==> src/rtl/cic_ctrl.sv <==
// cic_ctrl: sequencing and configuration controller for a CIC decimator.
// It accepts range-checked ratio changes and flushes the CIC through its reset.
// It discards the start-up transient, then forwards qualified decimated samples.
// A watchdog trips to FAULT when the CIC output strobe stops toggling.
module cic_ctrl #(
  parameter int RATIO_W        = 16,
  parameter int DATA_W         = 8,
  parameter int FLUSH_CYCLES   = 4,
  parameter int SETTLE_OUTPUTS = 3,
  parameter int MIN_RATIO      = 2,
  parameter int MAX_RATIO      = 1024,
  parameter int RESET_RATIO    = 4
) (
  input  logic               clk,
  input  logic               rst,
  input  logic               cfg_valid,
  input  logic [RATIO_W-1:0] cfg_ratio,
  output logic               cfg_ready,
  output logic               cfg_err,
  output logic               cic_rst,
  output logic [RATIO_W-1:0] cic_ratio,
  input  logic               cic_d_clk,
  input  logic [DATA_W-1:0]  cic_d_out,
  output logic               out_valid,
  output logic [DATA_W-1:0]  out_data,
  output logic               busy,
  output logic               fault
);

  localparam int WD_W  = RATIO_W + 3;
  localparam int CNT_W = $clog2(FLUSH_CYCLES + SETTLE_OUTPUTS + 1) + 1;

  typedef enum logic [1:0] {
    ST_FLUSH  = 2'd0,
    ST_SETTLE = 2'd1,
    ST_RUN    = 2'd2,
    ST_FAULT  = 2'd3
  } state_t;

  state_t             state_r;
  state_t             state_nxt_s;
  logic [CNT_W-1:0]   cnt_r;
  logic [CNT_W-1:0]   cnt_nxt_s;
  logic [WD_W-1:0]    wd_cnt_r;
  logic [WD_W-1:0]    wd_cnt_nxt_s;
  logic [WD_W-1:0]    wd_limit_s;
  logic               wd_expired_s;
  logic               d_clk_q_r;
  logic               edge_s;
  logic               hs_s;
  logic               legal_s;
  logic               legal_hs_s;
  logic               flush_done_s;
  logic               settle_done_s;
  logic               emit_s;
  logic               cic_rst_r;
  logic [RATIO_W-1:0] cic_ratio_r;
  logic               cfg_err_r;
  logic               out_valid_r;
  logic [DATA_W-1:0]  out_data_r;

  // Decoded handshake, strobe edge, counter terminal counts and watchdog limit.
  assign edge_s        = cic_d_clk & ~d_clk_q_r;
  assign hs_s          = cfg_valid & cfg_ready;
  assign legal_s       = (cfg_ratio >= RATIO_W'(MIN_RATIO)) && (cfg_ratio <= RATIO_W'(MAX_RATIO));
  assign legal_hs_s    = hs_s & legal_s;
  assign flush_done_s  = (cnt_r == CNT_W'(FLUSH_CYCLES - 1));
  assign settle_done_s = (cnt_r == CNT_W'(SETTLE_OUTPUTS - 1));
  // Expiry is flagged one count early so FAULT is entered as the counter would reach the limit.
  assign wd_limit_s    = ({3'b000, cic_ratio_r} << 2) + WD_W'(16);
  assign wd_expired_s  = (wd_cnt_r == (wd_limit_s - WD_W'(1)));
  assign emit_s        = (state_r == ST_RUN) & edge_s & ~legal_hs_s;

  // State decodes that are allowed to be combinational.
  assign cfg_ready = (state_r == ST_RUN) || (state_r == ST_FAULT);
  assign busy      = (state_r == ST_FLUSH) || (state_r == ST_SETTLE);
  assign fault     = (state_r == ST_FAULT);
  assign cic_rst   = cic_rst_r;
  assign cic_ratio = cic_ratio_r;
  assign cfg_err   = cfg_err_r;
  assign out_valid = out_valid_r;
  assign out_data  = out_data_r;

  // Next-state selection; a legal handshake outranks both edges and watchdog expiry.
  always_comb begin
    state_nxt_s = state_r;
    case (state_r)
      ST_FLUSH: begin
        if (flush_done_s) state_nxt_s = ST_SETTLE;
        else              state_nxt_s = ST_FLUSH;
      end
      ST_SETTLE: begin
        if (edge_s) begin
          if (settle_done_s) state_nxt_s = ST_RUN;
          else               state_nxt_s = ST_SETTLE;
        end else if (wd_expired_s) begin
          state_nxt_s = ST_FAULT;
        end else begin
          state_nxt_s = ST_SETTLE;
        end
      end
      ST_RUN: begin
        if (legal_hs_s)                    state_nxt_s = ST_FLUSH;
        else if (!edge_s && wd_expired_s)  state_nxt_s = ST_FAULT;
        else                               state_nxt_s = ST_RUN;
      end
      ST_FAULT: begin
        if (legal_hs_s) state_nxt_s = ST_FLUSH;
        else            state_nxt_s = ST_FAULT;
      end
      default: state_nxt_s = ST_FLUSH;
    endcase
  end

  // Phase counter: flush cycles in FLUSH, accepted edges in SETTLE, cleared on state entry.
  always_comb begin
    cnt_nxt_s = {CNT_W{1'b0}};
    if (state_nxt_s != state_r)                 cnt_nxt_s = {CNT_W{1'b0}};
    else if (state_r == ST_FLUSH)               cnt_nxt_s = cnt_r + CNT_W'(1);
    else if ((state_r == ST_SETTLE) && edge_s)  cnt_nxt_s = cnt_r + CNT_W'(1);
    else if (state_r == ST_SETTLE)              cnt_nxt_s = cnt_r;
    else                                        cnt_nxt_s = {CNT_W{1'b0}};
  end

  // Watchdog: counts edgeless cycles in SETTLE/RUN, cleared on each edge and state entry.
  always_comb begin
    wd_cnt_nxt_s = {WD_W{1'b0}};
    if (edge_s || (state_nxt_s != state_r))                   wd_cnt_nxt_s = {WD_W{1'b0}};
    else if ((state_r == ST_SETTLE) || (state_r == ST_RUN))   wd_cnt_nxt_s = wd_cnt_r + WD_W'(1);
    else                                                      wd_cnt_nxt_s = {WD_W{1'b0}};
  end

  // State, counters and strobe-edge history.
  always_ff @(posedge clk or negedge rst) begin
    if (!rst) begin
      state_r   <= ST_FLUSH;
      cnt_r     <= {CNT_W{1'b0}};
      wd_cnt_r  <= {WD_W{1'b0}};
      d_clk_q_r <= 1'b0;
    end else begin
      state_r   <= state_nxt_s;
      cnt_r     <= cnt_nxt_s;
      wd_cnt_r  <= wd_cnt_nxt_s;
      d_clk_q_r <= cic_d_clk;
    end
  end

  // Registered CIC controls and host/sample outputs.
  always_ff @(posedge clk or negedge rst) begin
    if (!rst) begin
      cic_rst_r   <= 1'b1;
      cic_ratio_r <= RATIO_W'(RESET_RATIO);
      cfg_err_r   <= 1'b0;
      out_valid_r <= 1'b0;
      out_data_r  <= {DATA_W{1'b0}};
    end else begin
      cic_rst_r   <= (state_nxt_s == ST_FLUSH) || (state_nxt_s == ST_FAULT);
      if (legal_hs_s) cic_ratio_r <= cfg_ratio;
      cfg_err_r   <= hs_s & ~legal_s;
      out_valid_r <= emit_s;
      if (emit_s) out_data_r <= cic_d_out;
    end
  end

endmodule

==> config.mk <==
export PLATFORM = sky130hd
export DESIGN_NAME = cic_ctrl
export DESIGN_NICKNAME = d
export VERILOG_FILES = /design/src/rtl/cic_ctrl.sv
export SDC_FILE = /design/constraint.sdc
export NUM_CORES = 1
export LEC_CHECK = 0
export CELL_PAD_IN_SITES_DETAIL_PLACEMENT = 1
export CELL_PAD_IN_SITES_GLOBAL_PLACEMENT = 1
export CORE_AREA = 2 2 99 120
export DETAILED_ROUTE_END_ITERATION = 8
export DIE_AREA = 0 0 101 122
export DONT_BUFFER_PORTS = 1
export GPL_TIMING_DRIVEN = 0
export MAX_ROUTING_LAYER = met4
export PLACE_DENSITY = 0.6
export RECOVER_POWER = 50
export SYNTH_ARGS = -nofsm -noshare
export SYNTH_HDL_FRONTEND = slang
export SYNTH_SLANG_ARGS = --single-unit
export TNS_END_PERCENT = 30
==> constraint.sdc <==
create_clock -name clk -period 8.3 [get_ports clk]
set_clock_uncertainty 0.15 [all_clocks]
set_input_delay 1.245 -clock clk [delete_from_list [all_inputs] [get_ports clk]]
set_output_delay 1.245 -clock clk [all_outputs]
set_load 0.01 [all_outputs]
Word level (Yosys, flattened, before mapping)
Cells that the tools add are included.

cells by class
  add/subtract/negate cells = 4
  order comparisons = 2
  eq/ne operators = 9
  multiplexer cells = 14
  bitwise logic cells = 9
  reduce and logical (&&, ||, !) cells = 11

operator list
  kind                   number
  $mux 19                2
  $add 18x5->19 const B  1
  $add 19x1->19 const B  1
  $eq 19x19->1           1
  $sub 19x1->19 const B  1
  $ge 16x2->1 const B    1
  $le 16x11->1 const B   1
  $mux 4                 4
  $mux 2                 5
  $eq 4x2->1 const B     2
  $pmux 2 s4             1
  $and 1x1->1            6
  $eq 2x2->1 const B     3
  $logic_or 1x1->1       5
  $add 4x1->4 const B    1
  $logic_not 2->1        2
  $ne 4x2->1 const B     1
  $logic_and 1x1->1      3
  $not 1->1              3
  $eq 2x1->1 const B     1
  $mux 1                 2
  $ne 2x2->1             1
  $logic_not 1->1        1

word-level totals
  register bits after elaboration = 53
  input port bits = 28
  output and inout port bits = 30
  word-level logic and storage cells = 58

Logic depth before layout (Yosys ltp)
  depth in word-level cells = 10
  depth in mapped cells = 13
  gate-level depth less buffers = 10

Worst setup path before layout
Ideal clock, no wire load.

  path kind = input to register
  start = input cfg_ratio[7]
  end = register wd_cnt_r[2]
  setup time = 0.083 ns
  arrival time = 3.623 ns
  data required time = 8.067 ns
  slack = 4.444 ns
  stages = 10
  path buffers = 2
  cells stage by stage = or4_4 > nor4_4 > mux2i_1 > a22o_1 > or3_1 > a32oi_1 > a2bb2o_4 > buf_6 > buf_6 > nor3_2

between the ends
  cells in the longest elaborated chain, start to end = 8
  elaborated cells between the ends (all ways) = 10
  classes of those cells = order compare: 2; eq/ne: 1; mux: 4; bitwise: 1; reduce/logical: 2

RTL lines
  what                                         line      text
  from (decl)                                  17        input logic [RATIO_W-1:0] cfg_ratio,
  $ge 16x2->1 or $le 16x11->1 (tied branches)  65        assign legal_s = (cfg_ratio >= RATIO_W'(MIN_RATIO)) && (cfg_ratio <= RATIO_W'(MAX_RATIO));
  $logic_and 1x1->1 (*)                        65
  $and 1x1->1 (*)                              66        assign legal_hs_s = hs_s & legal_s;
  $mux 2 (on tied branches)                    108, 103
  $pmux 2 s4 (*)                               87        case (state_r)
  $ne 2x2->1 (*)                               128       if (edge_s || (state_nxt_s != state_r)) wd_cnt_nxt_s = {WD_W{1'b0}};
  $logic_or 1x1->1 (*)                         128
  $mux 19 (*)                                  128
  net wd_cnt_nxt_s[2]                          45        logic [WD_W-1:0] wd_cnt_nxt_s;
  to (signal assigned)                         138       wd_cnt_r <= {WD_W{1'b0}};
  to (signal assigned)                         143       wd_cnt_r <= wd_cnt_nxt_s;
  to (decl)                                    44        logic [WD_W-1:0] wd_cnt_r;

The timed path passes the listed nets; every way through them passes the cells marked *.
A chain may end at the register's enable or synchronous reset.

Worst setup path in the final report
  start = register cic_ratio_r[0] (netlist: cic_ratio[0])
  end = register wd_cnt_r[5]

between the ends
  cells in the longest elaborated chain, start to end = 10
  elaborated cells between the ends (all ways) = 12
  classes of those cells = add/sub: 2; eq/ne: 2; mux: 6; reduce/logical: 2

RTL lines
  what                    line  text
  from (decl)             57    logic [RATIO_W-1:0] cic_ratio_r;
  from (signal assigned)  152   cic_ratio_r <= RATIO_W'(RESET_RATIO);
  from (signal assigned)  158   if (legal_hs_s) cic_ratio_r <= cfg_ratio;
  $add 18x5->19 (*)       70    assign wd_limit_s = ({3'b000, cic_ratio_r} << 2) + WD_W'(16);
  $sub 19x1->19 (*)       71    assign wd_expired_s = (wd_cnt_r == (wd_limit_s - WD_W'(1)));
  $eq 19x19->1 (*)        71
  $logic_and 1x1->1       104   else if (!edge_s && wd_expired_s) state_nxt_s = ST_FAULT;
  $mux 1                  104
  $mux 2                  103   if (legal_hs_s) state_nxt_s = ST_FLUSH;
  $pmux 2 s4 (*)          87
  $ne 2x2->1 (*)          128
  $logic_or 1x1->1 (*)    128
  $mux 19 (*)             128
  net wd_cnt_nxt_s[5]     45

Marks and branches as above.

==> metrics.yaml <==
status:
  outcome: "finished, final reports clean"
global_route:
  antenna_found_initial: 0
  grt_overflow: 0
  grt_use_total_pct: 14.8
  grt_pass1_vias: 2755
  grt_max_degree: 54
  grt_pass1_wl_mm: 14.0
finish:
  syn2layout_area_growth_pct: 9.47
  drive_above_1_share_pct: 16.1
  final_area_mm2: 0.00356
  register_area_mm2: 0.00133
  fillers: 1341
  nets: 371
  insertedDiodeCount: 0
  multi_input_area_mm2: 0.00181
timing:
  finalCriticalPeriod_ns: 4.33
  slew_headroom_pct: 38.8
  setup_viol: 0
  grt_setup_unrepaired: "no"
  setup_tns_ns: 0
  report.final.slew_viol_count: 0
  fin_crit_sh_pct: 52.2
  worst_slew_pin_slew_ns: 0.910
  hold_viol: 0
  fmax_mhz: 231
yosys:
  synth_top_cell_area_share_pct: 39.3
  ys_ff_latch: 53
  ys_warn_count: 0
  syn_nets: 364
  mappedNetlistArea_mm2: 0.00325
  ys_async_sr_fraction_pct: 100
  synth_cell_types: 55
  synth_ff_type: "dfrtp_1"
  yosys-top-cells-area: "dfrtp_1 39%, xor2_1 5.9%, nor3_2 5.5%, xnor2_1 5.1%, nand2_1 4.6%"
  ys_seq_area_share_pct: 40.9
  syn_avg_cell_area_um2: 9.94
  netlist_instances: 327
  synth_edf_count: 0
  synth_top_area_cell: "dfrtp_1"
setup_path:
  critPathKind: "reg -> reg"
  required_ns: 8.35
  worst_path_most_repeated_cell: "buf_6"
  cp.arrival_ns: 4.38
  crit_slowest_cell: "nor4_1"
  crit_buf_inv: 4
  critPathTopFamily: "simple AND/OR/NAND/NOR gates"
  slowest_delay_ns: 0.80
  critPathLaunchType: "flip-flop"
  crit_fanout: 10
  cp-end-kind: "flip-flop"
  worstPathCellList: "clkbuf_2, inv_1, ha_1, nand4b_1, o21ai_0, nor4bb_1, a311oi_1, nor4_1, and4_1, a2bb2o_4, buf_6, buf_6, nor3_2"
floorplanning:
  ios: 58
  num_rows: 43
  start_util_pct: 28.8
  die_area_mm2: 0.0123
  fp.dieW_um: 101
  dieHeight_um: 122
  core_area_mm2: 0.0113
clock_tree:
  post-cts-setup-buffers: 0
  numClockSinks: 53
  cts-root-buf: "clkbuf_16"
  clkTransAtPathRegs_ns: 0.07
  htree_levels: 2
  numCtsBuffers: 5
  cts_tree: "built"
  cts_hold_buf: 0
  insertion_delay_ns: 0.29
  clock_path_buffers: 2
  cts_resized: 0
detailed_routing:
  drc: 0
  dr_total_vias: 2445
  dr.first_iter.drc_count: 98
  dr.pass1.iters: 4
  routed_wirelength_mm: 8.40
  wire_per_inst_um: 17.9
  final_antenna_net_count: 0
  vias_per_cell: 5.20
placed_design:
  post-dp-hpwl_mm: 6.27
  gp_congestion: 0.729
  placed_cell_area_mm2: 0.00342
  port_buffers: 0
flow_run:
  drv_cap: 0
pwr:
  power.density_mw_per_mm2: 199
  leakage_nw: 1.50
  ir_drop_mv: 0.118
min_path:
  min_path_type: "reg -> reg"
-- state kept, by name, summed over array words and instances, names as in the netlist --
register   count
cic_rst        1
out_data       8
out_valid      1
d_clk_q_r      1
state_r        2
wd_cnt_r      19
cnt_r          4
cic_ratio     16
cfg_err        1
-- cell families (layout without fill, tap and decap cells) --
group                    count (synthesis)  count (layout)  share of synthesized area (%)
AO/OA/AOI/OAI                           34              34                           7.70
flip-flops                              53              53                           40.9
buffers and inverters                   21              29                           3.31
multiplexers                            15              15                           5.08
XOR/XNOR                                41              41                           11.1
AND/OR/NAND/NOR                        154             154                           28.5
adder cells (fa/ha/maj)                  9               9                           3.47
-- path summary, 6_finish.rpt --
kind                                   start          end  slack [ns]  cells after the start
worst max-delay path            cic_ratio[0]  wd_cnt_r[5]        3.97                     13
worst min-delay path                cnt_r[0]     cnt_r[0]        0.36                      1
worst max register to register  cic_ratio[0]  wd_cnt_r[5]        3.97                     13
worst min register to register      cnt_r[0]     cnt_r[0]        0.36                      1
max in group asynchronous                rst      cic_rst        7.31                      0
min in group asynchronous                rst  wd_cnt_r[4]        0.49                      0
-- cells in the final DEF, fill, tap and decap left out, types with 3 or more instances in the layout --
cell	count
dfrtp_1	51
nand2_1	40
xor2_1	22
nand3_1	19
xnor2_1	19
nor3_2	18
and3_1	14
mux2_2	12
ha_1	9
clkbuf_1	8
o21ai_0	8
nor4_1	8
nand2b_1	8
nor2_1	8
inv_1	7
or3_1	6
nor3_1	6
a21oi_1	6
and2_1	5
clkbuf_16	5
nand4_1	4
or2_2	3
mux2i_1	3
buf_6	3
-- cell type report --
class / instances / share of cell area, %
inverter: 8 / 0.844
sequential: 53 / 37.4
multi-input combinational: 253 / 51.0
clock inverter: 2 / 0.281
buffer: 13 / 2.18
clock buffer: 6 / 3.62
tap: 135 / 4.75
-- synthesized netlist by cell type (all sizes together) (2+ instances only) --
master and instances:
nand3 19, buf 5, nor3 24, a21oi 6, and4 2, nand4b 2
nand2b 8, clkbuf 8, dfstp 2, inv 7, o21ai 8, dfrtp 51
nand4 4, or4 2, nor4bb 2, o211ai 2, nand2 40, nor2b 2
xor2 22, xnor2 19, mux2 12, and3 14, nor2 8, a211oi 3
or3b 2, ha 9, nor4 9, and2 5, mux2i 3, or3 6
o31a 2, or2 3
-- through the flow --
stage / setup slack, ns / utilization, % / hold WS, ns / instances / total power, mW
detailed placement: 3.96 / 30.3 / 0.363 / 462 / 0.514
finish: 3.97 / 31.5 / 0.365 / 470 / 0.707
global placement: 4.02 / 30.3 / 0.342 / 462 / 0.506
CTS: 3.96 / 31.5 / 0.373 / 470 / 0.722
floorplan: 4.44 / - / 0.319 / 327 / 0.464
global route: 3.60 / 31.5 / 0.399 / 470 / 0.750
-- per-layer routing --
metal	up-vias	routed length (um)	global-route usage [%]
met2	34	4500	27.2
li1	1169	-	-
met5	-	0	-
met3	6	295	2.47
met1	1236	3510	16.7
met4	0	93	3.55
-- where the power goes --
| part | internal (mW) | total, mW | leakage (nW) | switching (mW) |
|---|---|---|---|---|
| Sequential | 0.277 | 0.298 | 0.727 | 0.0211 |
| Clock | 0.111 | 0.203 | 0.0706 | 0.0923 |
| Combinational | 0.0792 | 0.205 | 0.699 | 0.126 |
| Total | 0.468 | 0.707 | 1.50 | 0.240 |
No activity file was read; power rests on OpenSTA's default activity.
